## src/rtl/clk_div_n_if.sv

```systemverilog
// rtl/clk_div_n_if.sv - control/status bundle for the programmable clock divider
//
// Signals:
//   en       run enable, sampled on posedge clk
//   div      requested divide ratio N (0 and 1 are treated as 2)
//   y        divided clock, 50 % duty
//   tick     one-clk pulse in the cycle after each period start
//   div_act  ratio of the period currently running (after clamping)
// Modports: master drives en/div, slave is the divider.

interface clk_div_n_if #(
    parameter int WIDTH = 8
);
    logic             en;
    logic [WIDTH-1:0] div;
    logic             y;
    logic             tick;
    logic [WIDTH-1:0] div_act;

    modport master (
        output en,
        output div,
        input  y,
        input  tick,
        input  div_act
    );

    modport slave (
        input  en,
        input  div,
        output y,
        output tick,
        output div_act
    );
endinterface

```

## src/rtl/clk_div_n.sv

```systemverilog
// rtl/clk_div_n.sv - programmable integer clock divider, 50 % duty for odd and even N
//
// Ports:
//   clk   system clock; both edges are used
//   rst   asynchronous active-low reset
//   bus   clk_div_n_if.slave: en, div in; y, tick, div_act out
//
// A posedge counter produces the floor(N/2)-cycle high phase in q_pos_q. For odd
// N a negedge flop (q_neg_q) echoes q_pos_q half a cycle later, stretching the
// high phase by half a cycle. The ratio is latched only at a period start.

module clk_div_n #(
    parameter int WIDTH = 8
) (
    input  logic        clk,
    input  logic        rst,
    clk_div_n_if.slave  bus
);

    logic [WIDTH-1:0] cnt_q, cnt_d;
    logic [WIDTH-1:0] n_act_q, n_act_d;
    logic             odd_act_q, odd_act_d;
    logic             started_q, started_d;
    logic             q_pos_q, q_pos_d;
    logic             tick_q, tick_d;
    logic             q_neg_q;

    logic [WIDTH-1:0] div_clamped;
    logic [WIDTH-1:0] half;
    logic [WIDTH-1:0] cnt_inc;
    logic             period_start;

    assign div_clamped  = (bus.div < WIDTH'(2)) ? WIDTH'(2) : bus.div;
    assign half         = n_act_q >> 1;
    assign cnt_inc      = cnt_q + WIDTH'(1);
    // cnt never passes n_act-1, so the increment cannot wrap.
    assign period_start = bus.en && (!started_q || (cnt_q == n_act_q - WIDTH'(1)));

    always_comb begin
        cnt_d     = cnt_q;
        n_act_d   = n_act_q;
        odd_act_d = odd_act_q;
        started_d = started_q;
        q_pos_d   = q_pos_q;
        tick_d    = 1'b0;
        if (!bus.en) begin
            // Ratio state holds so div_act stays meaningful while paused.
            cnt_d     = '0;
            q_pos_d   = 1'b0;
            started_d = 1'b0;
        end else if (period_start) begin
            n_act_d   = div_clamped;
            odd_act_d = div_clamped[0];
            cnt_d     = '0;
            q_pos_d   = 1'b1;
            tick_d    = 1'b1;
            started_d = 1'b1;
        end else begin
            cnt_d   = cnt_inc;
            q_pos_d = (cnt_inc < half);
        end
    end

    always_ff @(posedge clk or negedge rst) begin
        if (!rst) begin
            cnt_q     <= '0;
            n_act_q   <= WIDTH'(2);
            odd_act_q <= 1'b0;
            started_q <= 1'b0;
            q_pos_q   <= 1'b0;
            tick_q    <= 1'b0;
        end else begin
            cnt_q     <= cnt_d;
            n_act_q   <= n_act_d;
            odd_act_q <= odd_act_d;
            started_q <= started_d;
            q_pos_q   <= q_pos_d;
            tick_q    <= tick_d;
        end
    end

    // q_neg_q is still high at the posedge where q_pos_q falls, so the OR below
    // hands the high level over without a gap.
    always_ff @(negedge clk or negedge rst) begin
        if (!rst) begin
            q_neg_q <= 1'b0;
        end else begin
            q_neg_q <= q_pos_q & odd_act_q;
        end
    end

    assign bus.y       = q_pos_q | q_neg_q;
    assign bus.tick    = tick_q;
    assign bus.div_act = n_act_q;

endmodule

```

## src/flat_wrapper.sv

```systemverilog
// flat-port wrapper written by rule: the top's interface ports become plain ports
module clk_div_n_flat 
#(
    parameter int WIDTH = 8
)
  (clk, rst, bus_en, bus_div, bus_y, bus_tick, bus_div_act);
  clk_div_n_if #(.WIDTH(WIDTH)) bus_i ();
  input  logic clk;
  input  logic rst;
  input wire logic [$bits(bus_i.en)-1:0] bus_en;
  input wire logic [$bits(bus_i.div)-1:0] bus_div;
  output wire logic [$bits(bus_i.y)-1:0] bus_y;
  output wire logic [$bits(bus_i.tick)-1:0] bus_tick;
  output wire logic [$bits(bus_i.div_act)-1:0] bus_div_act;
  assign bus_i.en = bus_en;
  assign bus_i.div = bus_div;
  assign bus_y = bus_i.y;
  assign bus_tick = bus_i.tick;
  assign bus_div_act = bus_i.div_act;
  clk_div_n #(.WIDTH(WIDTH)) u_core (.clk(clk), .rst(rst), .bus(bus_i));
endmodule
```

## config.mk

```make
export PLATFORM = sky130hd
export DESIGN_NAME = clk_div_n_flat
export DESIGN_NICKNAME = d
export VERILOG_FILES = /design/src/rtl/clk_div_n_if.sv /design/src/rtl/clk_div_n.sv /design/src/flat_wrapper.sv
export SDC_FILE = /design/constraint.sdc
export NUM_CORES = 1
export LEC_CHECK = 0
export ABC_CLOCK_PERIOD_IN_PS = 3000
export BUFFER_PORTS_ARGS = -buffer_cell sky130_fd_sc_hd__buf_2
export CORE_ASPECT_RATIO = 0.8
export CORE_MARGIN = 4
export CORE_UTILIZATION = 40
export CTS_CLUSTER_DIAMETER = 120
export DETAILED_ROUTE_END_ITERATION = 12
export PLACE_DENSITY_LB_ADDON = 0.1
export SYNTH_ARGS = -nofsm -noshare
export SYNTH_HDL_FRONTEND = slang
export SYNTH_SLANG_ARGS = --single-unit
export TNS_END_PERCENT = 5
```

## constraint.sdc

```tcl
create_clock -name clk -period 3 [get_ports clk]
set_clock_uncertainty 0.2 [all_clocks]
set_input_delay 0.3 -clock clk [delete_from_list [all_inputs] [get_ports clk]]
set_output_delay 0.3 -clock clk [all_outputs]
set_load 0.005 [all_outputs]
```

==> results of run 1 <==
[final cells by class]
class                   count  area share [%]
repair buffers             27           8.902
multi-input cells         138           54.42
inverters                   8           1.723
clock buffers               4           3.159
well taps                  42           3.015
flip-flops and latches     20           28.79
[state kept, by name, summed over array words and instances, names as in the netlist]
register / count
u_core.bus.tick: 1
u_core.q_neg_q: 1
u_core.q_pos_q: 1
u_core.started_q: 1
u_core.cnt_q: 8
u_core.bus.div_act: 8
[metal layers]
layer  vias up  GRT usage [%]  routed length (um)
met4         0          5.556                  62
met2        47          28.13                1855
met1       699          25.53                2096
met5         -              0                   0
met3         6          4.131                 201
li1        698              -                   -
[metrics by stage]
step | instance area, um^2 | worst slack [ns] | std cells | hold WS, ns | util (%)
final | 1743 | 0.06768 | 239 | 0.1478 | 48.88
after detailed placement | 1663 | 0.1371 | 234 | 0.1295 | 46.63
after global placement | 1663 | 0.2448 | 234 | 0.1198 | 46.63
after CTS | 1728 | 0.01899 | 239 | 0.1421 | 48.46
after floorplan | 1530 | 0.1983 | 181 | -0.1956 | -
after global routing | 1743 | 0.001937 | 239 | 0.1534 | 48.88
[synth_stat cells (all sizes together), types with 3 or more instances]
| cell type | n | area (um^2) |
|---|---|---|
| nor2 | 8 | 30.03 |
| and2 | 4 | 25.02 |
| a31oi | 6 | 37.54 |
| buf | 5 | 27.53 |
| nand2 | 16 | 60.06 |
| a21oi | 4 | 20.02 |
| xor2 | 5 | 43.79 |
| ha | 8 | 100.1 |
| o21ai | 7 | 35.03 |
| and3 | 3 | 18.77 |
| nand4 | 4 | 25.02 |
| nand3b | 7 | 52.55 |
| o211ai | 10 | 75.07 |
| nor4 | 6 | 37.54 |
| nand3 | 4 | 20.02 |
| dfrtp | 18 | 450.4 |
| clkbuf | 10 | 37.54 |
| inv | 8 | 30.03 |
| nor2b | 6 | 37.54 |
| nand2b | 3 | 18.77 |
| xnor2 | 8 | 70.07 |
[worst max-delay path: stages, from the launching register on]
cell     delay, ns
dfrtn_1       0.32
or2_4         0.21
buf_2         0.12
[placed cells by master (no fill, tap or decap), types with 2 or more instances in the layout]
cell       count
buf_2         20
dfrtp_1       18
nand2_1       16
o211ai_1      10
inv_1          8
xnor2_1        8
nor2_1         8
ha_1           8
nand3b_1       7
o21ai_0        7
nor4_1         6
nor2b_1        6
a31oi_1        6
buf_4          6
xor2_1         5
nand3_1        4
and2_1         4
a21oi_1        4
nand4_1        4
clkbuf_8       4
nand2b_1       3
and3_1         3
or3_1          2
nor3_1         2
a2111oi_2      2
a211oi_1       2
a21o_1         2
o311ai_0       2
o22ai_1        2
or4b_1         2
[how the worst max path moves through the flow]
stage          depth (start not counted)                    end                  start  slack (ns)
2_1_floorplan                          9  u_core.bus.div_act[0]  u_core.bus.div_act[1]        0.20
3_3_place_gp                          10        u_core.cnt_q[6]  u_core.bus.div_act[1]        0.24
3_5_place_dp                          10        u_core.cnt_q[0]  u_core.bus.div_act[1]        0.14
4_1_cts                                2                  bus_y         u_core.q_neg_q        0.02
5_1_grt                               10        u_core.cnt_q[0]  u_core.bus.div_act[1]       0.002
6_report                               2                  bus_y         u_core.q_neg_q        0.07
[repair_timing]
action,CTS,global route
hold buffers,1,0
endpoints found under the hold margin,18,0
endpoints found under the setup margin,0,18
resized for setup,0,6
[logic make-up after synthesis]
kind of cell	count (synthesis)	share of synthesized area (%)
xor gates and xnor gates	13	7.441
and+or+nand+nor	69	25.02
buffers and inverters	23	6.215
AOI/OAI and AO/OA	48	22.00
DFF	20	32.79
adders and majority gates	8	6.542
[power by group]
group          total (W)  switching (W)  internal (W)
sequential      0.000315      0.0000301      0.000285
clock           0.000213      0.0000958      0.000117
combinational   0.000134      0.0000737     0.0000603
==> metrics, run 1 <==
via total after detailed routing roughly 1500; final wirelength 4215 um; CTS Buffer Depth 2; Maximum Capacitance Violations 0; starting density of the core 42.91%; largest net degree at the start of global routing 29; Cells on Worst Hold Path 3; pwr/cell area 379.7 mW/mm^2; die extent in y 63.32 um; CTS tree yes; run status complete, no violations; routed vias/inst roughly 6.1; number of distinct standard cells referenced by the synthesized netlist 44; synthesized netlist cell count ~180; Routed wire per std cell 17.64 um; yosys synthesis warning count 0; most frequently used flop master after synthesis dfrtp_1; placeable core area approximately 0.0036 mm^2; first-pass GRT wire length about 7200 um; maximum fanout encountered on the critical timing path 1; grt ovf 0; proportion of register bits with asynchronous set or reset after synthesis 100.0%; cell area after synthesis roughly 0.0015 mm^2; Initial DRC Count around 130; Detailed Place HPWL 3058 um; Port Buffer Count 20; final net count ~220; worst setup path category register to output pin; Seq cells post-synth 20; Critical R2R Capture u_core.cnt_q[0]; die area between 0.004 and 0.005 mm^2; endpoint of the worst hold path u_core.bus.div_act[4]; Reg2Reg Setup Slack roughly 0.13 ns; DRC violations left 0; total clock buffers created by CTS 3; Worst Hold Class input port to register; Post-DRT Antenna Nets 0; Slew @ Worst Pin 0.6628 ns; layout-stage area growth over the synthesis result 13.90%; RSZ-0062 raised after global routing false; setup repair bufs after CTS 0; Reg2Reg Launch Point u_core.bus.div_act[1]; number of filler instances in the final layout around 350; area used by multi-input combinational logic around 950 um^2; standard-cell row count 19; CP required 2.50 ns; count of antenna diodes in the layout 0; reg2reg path depth 10; I/O pin cnt 21; CTS Root Cell clkbuf_8; Reg area 501.7 um^2; number of global-route vias before repair between 1000 and 1500; leakage power between 0.7 and 0.8 nW; weighted congestion at the end of routability-driven global placement about 0.85; Final Power 0.0006617 W; sink count of the clock tree 20; CTS clock-pin slew for the worst setup and hold paths approximately 0.080 ns; number of H-tree branching levels 1; net count after synthesis 200; fraction of final layout cells with drive strength greater than 1 between 15 and 20%; total setup violations reported at the end of the flow 0; die width 77.15 um; average size of a mapped cell between 8 and 9 um^2; headroom to the max-slew limit a little under three fifths; final sum of negative setup slack 0 ns; kind of start point of the critical path register; final-report max-slew violation count 0; number of flops mapped to enable cells by yosys 0; length of the first detailed-routing pass in iterations 4; maximum ir drop on the vdd rail roughly 260 uV; clock latency on the worst-skew pair 0.26 ns; Total Routing Usage GR roughly 18%; Hold Fails Final Rpt 0; hold path start bus_div[4]; Critical Path AT approximately 2.4 ns; critical path capture point type output pin; number of antenna violations at the first check in global routing 0; sequential share of the synthesized area between 30% and 40%
(Power assumes the default switching activity.)
==> inputs of run 2 (changes only) <==
--- a/config.mk
+++ b/config.mk
@@ -13,6 +13,8 @@
 export CTS_CLUSTER_DIAMETER = 120
 export DETAILED_ROUTE_END_ITERATION = 12
 export PLACE_DENSITY_LB_ADDON = 0.1
+export SETUP_SLACK_MARGIN = 0.3
+export SKIP_LAST_GASP = 1
 export SYNTH_ARGS = -nofsm -noshare
 export SYNTH_HDL_FRONTEND = slang
 export SYNTH_SLANG_ARGS = --single-unit
==> constraint.sdc (replaced) <==
create_clock -name clk -period 3 [get_ports clk]
set_clock_uncertainty 0.2 [all_clocks]
set_input_delay 0.3 -clock clk [delete_from_list [all_inputs] [get_ports clk]]
set_output_delay 0.3 -clock clk [all_outputs]
set_load 0.05 [all_outputs]
==> run 2 against run 1 <==
Against the previous run:
- clock power down 2%
- final cell count unchanged
- worst setup slack worse by 0.040 ns
- worst hold slack worse by 0.0090 ns
- clock-buffer cell count unchanged
- non-clock buffer count unchanged
- combinational power up 34%
- register-to-register slack better by 0.04 ns
- wire length down 1.4%
- design area up 1.1%
- die area unchanged
- sequential share of layout area down 0.33 points
- critical path type unchanged
==> metrics, run 2 (synthesized netlist as in run 1, its figures left out) <==
run status complete, no violations; final wirelength 4157 um; die extent in y between 60 and 70 um; first-pass GRT wire length between 7000 and 8000 um; number of global-route vias before repair roughly 1500; final net count roughly 220; Slew @ Worst Pin 0.6080 ns; CP required about 2.5 ns; leading cell type in the layout, fill and taps excluded buf_2; routed vias/inst between 6 and 7; final-report max-slew violation count 0; DRC violations left 0; die area 0.004885 mm^2; die width 77.15 um; Port Buffer Count 20; minimum hold slack between 0.1 and 0.15 ns; via total after detailed routing between 1000 and 1500; I/O pin cnt 21; clock latency on the worst-skew pair between 0.2 and 0.3 ns; headroom to the max-slew limit between 50% and 60%; # placed instances about 230; CTS Root Cell clkbuf_8; largest net degree at the start of global routing 29; standard-cell row count 19; layout-stage area growth over the synthesis result 15.21%; CTS tree yes; length of the first detailed-routing pass in iterations 5; RSZ-0062 raised after global routing true; Hold Fails Final Rpt 0; final sum of negative setup slack 0 ns; placeable core area between 0.003 and 0.004 mm^2; fraction of final layout cells with drive strength greater than 1 17.77%; maximum fanout encountered on the critical timing path 1; Critical Path AT between 2 and 2.5 ns; count of antenna diodes in the layout 0; total setup violations reported at the end of the flow 0; Detailed Place HPWL between 3000 and 4000 um; Maximum Capacitance Violations 0; number of antenna violations at the first check in global routing 0; starting density of the core 42.91%; Total Routing Usage GR around 18%; Initial DRC Count between 100 and 150; CTS clock-pin slew for the worst setup and hold paths ~0.080 ns; grt ovf 0; CTS Buffer Depth 2; total clock buffers created by CTS 3; worst setup path category register to output pin; pwr/cell area 400.7 mW/mm^2; most used cells in the layout excluding fill and tap cells 19 x buf_2, 18 x dfrtp_1, 16 x nand2_1; sink count of the clock tree 20; post-route non-filler standard cell count between 200 and 250; kind of start point of the critical path register; critical path capture point type output pin; maximum ir drop on the vdd rail between 200 and 300 uV; leakage power 0.7714 nW; Worst Hold Class input port to register; Final Power 0.0007064 W; number of H-tree branching levels 1; weighted congestion at the end of routability-driven global placement ~0.87; Post-DRT Antenna Nets 0; Routed wire per std cell 17.39 um
[run 2: per-stage QoR]
| step | util [%] | instance area, um^2 | worst slack [ns] |
|---|---|---|---|
| after floorplan | - | 1562 | 0.2619 |
| after global placement | 47.02 | 1677 | 0.2337 |
| after detailed placement | 47.02 | 1677 | 0.1752 |
| after CTS | 49.19 | 1754 | 0.02297 |
| after global routing | 49.44 | 1763 | -0.03811 |
| final | 49.44 | 1763 | 0.02771 |
[run 2: final cells by class]
cell class / instances / area [um^2]
multi-input combinational: 138 / 955.9
sequential: 20 / 501.7
clock buffer: 4 / 55.05
timing repair buffer: 27 / 165.2
tap: 42 / 52.55
fill: 354 / 1803
inverter: 8 / 32.53
[run 2: timing repair]
item                                   in CTS  in global routing
buffers inserted                            0                  1
gates cloned                                0                  0
resized for setup                           4                  1
setup endpoints to repair                  14                 19
endpoints found under the hold margin      18                  0
pin swaps                                   0                  1
hold buffers                                1                  0
[run 2: critical path: stages (launching register included)]
cell and delay [ns]:
dfrtn_1 0.33, or2_4 0.23, buf_8 0.15
[run 2: path summary, 6_finish.rpt]
path | startpoint | end | slack, ns | depth (start not counted)
worst max register to register | u_core.bus.div_act[1] | u_core.bus.div_act[1] | 0.17 | 8
worst min-delay path | bus_div[4] | u_core.bus.div_act[4] | 0.14 | 3
worst max-delay path | u_core.q_neg_q | bus_y | 0.03 | 2
max in group asynchronous | rst | u_core.q_neg_q | 0.90 | 2
worst min register to register | u_core.cnt_q[0] | u_core.cnt_q[0] | 0.36 | 1
min in group asynchronous | rst | u_core.bus.div_act[2] | 0.40 | 3
[run 2: routing by layer]
metal  wire, um  vias up  track usage, %
met3        254       10           4.558
li1           -      701               -
met2       1768       54           27.48
met4         87        0           6.222
met5          0        -               0
met1       2047      680           25.42
[run 2: report_power, final]
group	leakage, nW	total [W]	switching (W)	internal, W
logic	0.504	0.000179	0.000114	0.0000648
registers	0.239	0.000319	0.0000340	0.000285
clock network	0.0288	0.000209	0.0000917	0.000117
==> inputs of run 3 (changes only) <==
--- a/config.mk
+++ b/config.mk
@@ -7,11 +7,12 @@
 export LEC_CHECK = 0
 export ABC_CLOCK_PERIOD_IN_PS = 3000
 export BUFFER_PORTS_ARGS = -buffer_cell sky130_fd_sc_hd__buf_2
-export CORE_ASPECT_RATIO = 0.8
+export CORE_ASPECT_RATIO = 0.5
 export CORE_MARGIN = 4
 export CORE_UTILIZATION = 40
 export CTS_CLUSTER_DIAMETER = 120
 export DETAILED_ROUTE_END_ITERATION = 12
+export MAX_ROUTING_LAYER = met4
 export PLACE_DENSITY_LB_ADDON = 0.1
 export SETUP_SLACK_MARGIN = 0.3
 export SKIP_LAST_GASP = 1
==> run 3 against run 2 <==
Against the previous run:
- die area is 1.1% higher
- power is 3.5% lower
- global-route usage is 0.30 points higher
- flip-flop and latch count stayed put
- worst hold slack worse by 0.0015 ns
- critical path type unchanged
- largest power group unchanged
- largest cell class unchanged
==> metrics, run 3 (synthesized netlist as in run 1, its figures left out) <==
Hold Fails Final Rpt 0; Total Routing Usage GR roughly 19%; RSZ-0062 raised after global routing true; Port Buffer Count 20; Internal Dissipation 0.0004460 W; Final Power slightly below 0.0007 W; critical path capture point type output pin; CTS tree yes; die area around 0.0049 mm^2; Logic pwr share between 20% and 30%; switching component of the power 0.0002358 W; number of global-route vias before repair between 1000 and 1500; kind of start point of the critical path register; number of H-tree branching levels 1; CP required between 2 and 3 ns; final net count between 200 and 250; first-pass GRT wire length roughly 6700 um; Flop pwr share approximately 46%; largest net degree at the start of global routing 29; clock latency on the worst-skew pair about 0.26 ns; total clock buffers created by CTS 3; maximum ir drop on the vdd rail 110.0 uV; DRC violations left 0; grt ovf 0; final wirelength approximately 4000 um; most used cells in the layout excluding fill and tap cells 19 x buf_2, 18 x dfrtp_1, 16 x nand2_1; number of filler instances in the final layout ~340; number of antenna violations at the first check in global routing 0; length of the first detailed-routing pass in iterations 4; pwr/cell area 386.7 mW/mm^2; final sum of negative setup slack 0 ns; Reg2Reg Launch Point u_core.bus.div_act[1]; routed vias/inst between 5 and 6; via total after detailed routing 1439; Slew @ Worst Pin between 0.6 and 0.7 ns; CTS Buffer Depth 2; count of antenna diodes in the layout 0; Post-DRT Antenna Nets 0; sink count of the clock tree 20; Maximum Capacitance Violations 0; final-report max-slew violation count 0; placeable core area between 0.003 and 0.004 mm^2; Initial DRC Count approximately 220; layout-stage area growth over the synthesis result 15.21%; run status complete, no violations; die extent in y between 50 and 60 um; weighted congestion at the end of routability-driven global placement about 0.93; Reg area 501.7 um^2; total setup violations reported at the end of the flow 0; CP Launch Point u_core.q_neg_q; Worst Hold Class input port to register; headroom to the max-slew limit between 50% and 60%; maximum fanout encountered on the critical timing path 1; area used by multi-input combinational logic 954.7 um^2; share of total power consumed by net switching between 30% and 40%; die width ~95 um; starting density of the core 43.14%; CTS clock-pin slew for the worst setup and hold paths around 0.070 ns; CTS Root Cell clkbuf_8; setup repair bufs after CTS 0; leading cell type in the layout, fill and taps excluded buf_2; Critical Path AT between 2 and 2.5 ns; standard-cell row count 15; worst setup path category register to output pin; fraction of final layout cells with drive strength greater than 1 around 17%; Detailed Place HPWL 3138 um; Routed wire per std cell around 16 um; Clk pwr share 26.8%; I/O pin cnt 21; hold path start bus_div[3]; leakage power about 0.77 nW
run 3: cell counts in the layout (fill, tap and decap cells not counted):
Identical to the previous run, type by type.
run 3: cell type report:
cell class | instances | share of cell area [%]
clock buffer | 4 | 2.555
inverter | 8 | 1.845
multi-input combinational | 138 | 54.15
sequential | 20 | 28.46
tap | 51 | 3.620
timing repair buffer | 27 | 9.368
run 3: what timing repair did:
item | 4_1_cts | 5_1_grt
pin swaps | 0 | 0
hold endpoints to repair | 18 | 0
cloned | 0 | 0
resized for setup | 4 | 0
setup endpoints to repair | 8 | 15
hold buffers | 1 | 0
run 3: worst paths after layout:
| check | to | slack, ns | cells after the start |
|---|---|---|---|
| max in group asynchronous | u_core.q_neg_q | 0.89 | 2 |
| max reg2reg | u_core.cnt_q[5] | 0.25 | 8 |
| min reg2reg | u_core.cnt_q[0] | 0.36 | 1 |
| max | bus_y | 0.03 | 2 |
| min | u_core.bus.div_act[3] | 0.14 | 3 |
| min in group asynchronous | u_core.bus.div_act[2] | 0.43 | 3 |
run 3: worst max-delay path: stages (launching register included):
cell and delay, ns:
dfrtn_1 0.33, or2_4 0.23, buf_8 0.15
run 3: stage by stage:
stage	setup slack [ns]	cell area (um^2)	utilization, %	std cells	hold slack, ns
finish	0.02519	1763	49.70	248	0.1372
global route	0.0002238	1763	49.70	248	0.1429
CTS	0.01974	1763	49.70	248	0.1373
detailed placement	0.2309	1695	47.80	243	0.1910
global placement	0.2352	1695	47.80	243	0.1839
floorplan	0.2619	1562	-	181	-0.1956
run 3: routing by layer:
| layer | part of all wire (%) | global-route usage, % | wire length (um) | vias to the layer above |
|---|---|---|---|---|
| li1 | - | - | - | 702 |
| met5 | 0 | - | 0 | - |
| met3 | 6.2 | 4.624 | 250 | 4 |
| met1 | 52 | 26.31 | 2070 | 685 |
| met4 | 0.92 | 3.774 | 37 | 0 |
| met2 | 41 | 26.88 | 1649 | 48 |
run 3: power by group through the flow:
stage               Clock (W)  Sequential, W  Combinational, W
floorplan                   0       0.000335          0.000111
global placement            0       0.000316          0.000180
detailed placement          0       0.000316          0.000183
CTS                  0.000192       0.000311          0.000187
global route         0.000207       0.000315          0.000205
finish               0.000183       0.000311          0.000188
